===== src/rtl/weight_init_ctrl.sv =====
// -----------------------------------------------------------------------------
// weight_init_ctrl
//   Sequencer and single-port arbiter for the weight RAM. A start pulse fills
//   addresses 0..DEPTH-1 with pseudo-random signed weights from a 10-bit
//   Fibonacci LFSR, one word per cycle. After the fill completes, the RAM
//   port is granted to the inference datapath for pipelined reads.
//
// Ports
//   clk, rst     : clock, asynchronous active-high reset
//   start        : one-cycle request to (re)run the fill (IDLE or READY only)
//   rd_req       : inference read request, rd_addr sampled with it
//   rd_gnt       : combinational accept of rd_req this cycle
//   rd_valid     : registered, rd_data valid this cycle
//   rd_data      : read data, passed straight from ram_rdata
//   ram_addr     : registered RAM address
//   ram_wdata    : registered RAM write data
//   ram_we       : registered RAM write enable
//   ram_re       : registered RAM read enable
//   ram_rdata    : synchronous RAM read data (one cycle after ram_re)
//   busy         : high while filling
//   done         : high while the port belongs to the read path
//   fill_count   : words written in the current/last fill
// -----------------------------------------------------------------------------
module weight_init_ctrl #(
    parameter int         DEPTH  = 65,
    parameter int         ADDR_W = 7,
    parameter int         DATA_W = 10,
    parameter logic [9:0] SEED   = 10'h001
) (
    input  logic              clk,
    input  logic              rst,
    input  logic              start,
    input  logic              rd_req,
    input  logic [ADDR_W-1:0] rd_addr,
    output logic              rd_gnt,
    output logic              rd_valid,
    output logic [DATA_W-1:0] rd_data,
    output logic [ADDR_W-1:0] ram_addr,
    output logic [DATA_W-1:0] ram_wdata,
    output logic              ram_we,
    output logic              ram_re,
    input  logic [DATA_W-1:0] ram_rdata,
    output logic              busy,
    output logic              done,
    output logic [ADDR_W:0]   fill_count
);

    localparam logic [ADDR_W:0] DEPTH_C = (ADDR_W + 1)'(DEPTH);
    localparam logic [ADDR_W:0] ONE_C   = {{ADDR_W{1'b0}}, 1'b1};

    typedef enum logic [1:0] {
        IDLE  = 2'd0,
        FILL  = 2'd1,
        READY = 2'd2
    } state_t;

    state_t     state;
    logic [9:0] lfsr;

    // x^10 + x^7 + 1, maximal length 1023
    function automatic logic [9:0] lfsr_next(input logic [9:0] q);
        return {q[8:0], q[9] ^ q[6]};
    endfunction

    // Narrow by taking low bits, widen by replicating the 10-bit pattern
    function automatic logic [DATA_W-1:0] lfsr_word(input logic [9:0] q);
        logic [DATA_W-1:0] w;
        w = '0;
        for (int i = 0; i < DATA_W; i++) begin
            w[i] = q[i % 10];
        end
        return w;
    endfunction

    // start has priority: a read asked for in the same cycle is refused
    assign rd_gnt  = (state == READY) && rd_req && !start;
    assign rd_data = ram_rdata;

    // Control FSM, LFSR, fill counter and registered RAM port
    always_ff @(posedge clk or posedge rst) begin
        if (rst) begin
            state      <= IDLE;
            lfsr       <= SEED;
            fill_count <= '0;
            ram_we     <= 1'b0;
            ram_re     <= 1'b0;
            ram_addr   <= '0;
            ram_wdata  <= '0;
            rd_valid   <= 1'b0;
            busy       <= 1'b0;
            done       <= 1'b0;
        end else begin
            // Read pipeline: port cycle followed by data cycle
            rd_valid <= ram_re;
            case (state)
                FILL: begin
                    ram_re <= 1'b0;
                    if (fill_count == DEPTH_C) begin
                        state  <= READY;
                        busy   <= 1'b0;
                        done   <= 1'b1;
                        ram_we <= 1'b0;
                    end else begin
                        ram_we     <= 1'b1;
                        ram_addr   <= fill_count[ADDR_W-1:0];
                        ram_wdata  <= lfsr_word(lfsr);
                        lfsr       <= lfsr_next(lfsr);
                        fill_count <= fill_count + ONE_C;
                    end
                end
                IDLE, READY: begin
                    if (start) begin
                        // The edge accepting start already registers word 0,
                        // so the LFSR carries on from wherever it stopped.
                        state      <= FILL;
                        busy       <= 1'b1;
                        done       <= 1'b0;
                        ram_we     <= 1'b1;
                        ram_re     <= 1'b0;
                        ram_addr   <= '0;
                        ram_wdata  <= lfsr_word(lfsr);
                        lfsr       <= lfsr_next(lfsr);
                        fill_count <= ONE_C;
                    end else if (rd_gnt) begin
                        ram_we   <= 1'b0;
                        ram_re   <= 1'b1;
                        ram_addr <= rd_addr;
                    end else begin
                        ram_we <= 1'b0;
                        ram_re <= 1'b0;
                    end
                end
                default: begin
                    state  <= IDLE;
                    ram_we <= 1'b0;
                    ram_re <= 1'b0;
                    busy   <= 1'b0;
                    done   <= 1'b0;
                end
            endcase
        end
    end

endmodule


===== config.mk =====
export PLATFORM = sky130hd
export DESIGN_NAME = weight_init_ctrl
export DESIGN_NICKNAME = d
export VERILOG_FILES = /design/src/rtl/weight_init_ctrl.sv
export SDC_FILE = /design/constraint.sdc
export NUM_CORES = 1
export LEC_CHECK = 0
export ABC_AREA = 0
export BUFFER_PORTS_ARGS = -buffer_cell sky130_fd_sc_hd__clkbuf_2
export CAP_MARGIN = 20
export CORE_ASPECT_RATIO = 1.25
export CORE_MARGIN = 5
export CORE_UTILIZATION = 31
export CTS_CLUSTER_DIAMETER = 120
export DETAILED_ROUTE_END_ITERATION = 6
export GPL_TIMING_DRIVEN = 1
export HOLD_SLACK_MARGIN = 0.15
export PLACE_DENSITY = 0.59
export SLEW_MARGIN = 5
export SYNTH_ARGS = -nofsm -noshare
export SYNTH_HDL_FRONTEND = slang
export SYNTH_SLANG_ARGS = --single-unit

===== constraint.sdc =====
create_clock -name clk -period 5.25 [get_ports clk]
set_clock_uncertainty 0.1 [all_clocks]
set_input_delay 1.05 -clock clk [delete_from_list [all_inputs] [get_ports clk]]
set_output_delay 1.05 -clock clk [all_outputs]
set_load 0.02 [all_outputs]

==> flow_summary.ini <==
[placed_design]
port_buffers = 41
hpwl_um = 2580
place_area_mm2 = 0.00180
place_ws_ns = 2.43
routabilityCongestion = 0.795

[routing]
drt-met1-wl_um = 1480
vias_per_cell = 4.88
drtIter0Drc = 87
drt_pre_antenna_iters = 4
finalWirelength_um = 3570
wl_met3_um = 218
wire_per_inst_um = 14.6
drtAntennaViolNets = 0
drc = 0
met2_length_um = 1850
vias = 1195
top_layer = met4

[setup_path]
crit_type = in -> out
start_kind = input port
path_buf_inv = 2
worstRegToRegCells = 6
cp.arrival_ns = 1.67
crit_top_cell = clkbuf_2
critPathLaunch = start
crit_cells = 3
reg2reg_from = fill_count[1]
max_stage_delay_ns = 0.22
crit_chain = clkbuf_2, nor3_1, clkbuf_2
crit_required_ns = 4.10
crit_slowest_cell = nor3_1
worst_setup_path_end_kind = primary output
critPathTopFamily = buffers and inverters
crit_fanout = 16

[timing]
max_slew_margin_pct = 62.9
setup_viol = 0
post-route-period-util_pct = 53.7
rsz0062_at_grt = no
slew_viol_final = 0
fmax_ghz = 0.355
finalSetupTns_ns = 0
hold_viol_final = 0
layout_min_cycle_time_ns = 2.82
layout_setup_ws_ns = 2.43
tightest_slew_ns = 0.555

[clock_tree]
cts_hold_buf = 0
post_cts_resized = 0
postCtsSetupRepairBufs = 0
insertion_delay_ns = 0.28
cts_buffers = 5
cts_sinks = 33
cts_buffer_depth = 2
clkSlewWorstSetupHoldPaths_ns = 0.07
cts_max_level = 2
cts_tree = yes
cts_root_buf = clkbuf_8

[power]
pwr_density_cell_mw_per_mm2 = 567
ir_drop_v = 0.000299
total_leakage_power_nw = 0.911

[synth]
synth_warnings = 0
ys_seq_area_share_pct = 48.5
syn_nets = 181
syn_inst = 158
postSynthAreaPerCell_um2 = 10.8
ys_ff_latch = 33
syn_area_mm2 = 0.00170
yosysUniqueCellTypes = 42

[floorplanning]
fp.dieArea_mm2 = 0.00709
placement_rows = 30
start_util_pct = 31.5
io_pins = 62
die_h_um = 92.9
die_x_um = 76.3
core_mm2 = 0.00541

[grt]
overflow = 0
antenna_found_initial = 0
grt_max_degree = 34
track_usage_pct = 10.6
grt_pass1_wl_um = 6150
grt_pass1_vias = 1227

[layout]
synthToLayoutAreaGrowth_pct = 10.9
final_cell_area_mm2 = 0.00189
diodes = 0
mostFrequentLayoutCells = 41 x clkbuf_2, 32 x dfrtp_1, 10 x o21ai_0, 10 x mux2_2, 10 x inv_1
fin_nets = 203
mostFrequentLayoutCell = clkbuf_2
utilization_pct = 35.0
drive_gt1_share_pct = 43.1
n_fill_cell = 568

[outcome]
status = finished clean

[worst_hold_path]
hold_path_class = reg -> reg
min_path_cells = 0
min_from = ram_re

[run]
max-cap-violations = 0
-- metrics by stage --
step / instances / power (W) / hold WS, ns
after floorplan: 158 / 0.000815 / 0.367
after global placement: 237 / 0.000892 / 0.265
after detailed placement: 237 / 0.000900 / 0.272
after CTS: 245 / 0.00109 / 0.289
after global routing: 245 / 0.00115 / 0.317
final: 245 / 0.00107 / 0.280
-- where the power goes --
part           internal [W]  total, W  switching (W)
Combinational      0.000186  0.000423       0.000237
Clock             0.0000914  0.000187      0.0000952
Sequential         0.000354  0.000463       0.000109
Total              0.000631   0.00107       0.000441
-- routing by layer --
metal	global-route usage (%)	vias to the layer above
met5	0	-
met4	3.50	0
met3	3.89	2
met2	18.1	27
met1	12.4	595
li1	-	571
-- sequential cells by signal, summed over array words and instances, names as in the netlist --
register    cells
lfsr            1
ram_addr        7
rd_valid        1
ram_wdata      10
ram_we          1
done            1
state           2
busy            1
fill_count      8
ram_re          1
-- cells by family (layout without fill, tap and decap cells) --
group,count (synthesis),in the layout,synth area share (%)
AOI/OAI and AO/OA,30,30,13.4
muxes,12,12,7.78
xor gates and xnor gates,3,3,1.54
adders and majority gates,2,2,1.47
DFF,33,33,48.5
and+or+nand+nor,40,40,13.5
buffers and inverters,38,61,13.7
-- cell usage after synthesis --
library cell	instances	share of area [%]
buf_2	1	0.29
a21oi_1	4	1.2
dfstp_2	1	1.5
nor2_1	9	2.0
nor2_4	1	0.66
nor4b_1	2	1.0
clkbuf_1	3	0.66
nand2_1	5	1.1
inv_1	10	2.2
xor2_1	2	1.0
nand3_1	4	1.2
xnor2_1	1	0.51
or3_1	1	0.37
a31oi_1	1	0.37
nand4_1	1	0.37
a22o_1	1	0.51
inv_2	1	0.22
buf_4	19	8.4
buf_6	1	0.66
or4b_4	1	0.81
buf_1	1	0.22
nor2b_1	3	1.1
clkbuf_8	1	0.81
o22ai_1	1	0.37
and4_4	1	0.66
and3_2	1	0.44
and3_1	1	0.37
o221a_2	7	4.6
nand2b_1	4	1.5
dfrtp_1	32	47
mux2i_1	2	1.2
or3b_2	1	0.51
a211o_1	1	0.51
a21o_1	1	0.44
mux2_2	10	6.6
ha_1	2	1.5
nor3_1	5	1.5
o21a_4	1	0.88
a22o_2	1	0.59
o21ai_0	10	2.9
clkbuf_2	1	0.29
o21ai_2	2	1.0
-- final timing paths --
check / endpoint / slack (ns)
min: rd_valid / 0.28
max reg2reg: ram_addr[0] / 2.90
min in group asynchronous: ram_wdata[1] / 0.73
max in group asynchronous: lfsr[0] / 3.99
max: rd_gnt / 2.43
min reg2reg: rd_valid / 0.28
-- worst reg2reg max path, cell delays in order (launching register included) --
cell     delay, ns
dfrtp_1       0.44
inv_1         0.10
ha_1          0.17
or4b_4        0.49
o21ai_2       0.42
o21ai_2       0.22
o221a_2       0.29
-- area by class of cell --
cell class | instances | area [µm²] | area share, %
Tap cell | 64 | 80.1 | 4.24
Clock buffer | 5 | 68.8 | 3.64
Sequential cell | 33 | 827 | 43.7
Timing Repair Buffer | 42 | 213 | 11.3
Inverter | 11 | 41.3 | 2.18
Multi-Input combinational cell | 87 | 643 | 34.0
Clock inverter | 3 | 17.5 | 0.927
Power figures use the tool's default switching activity.
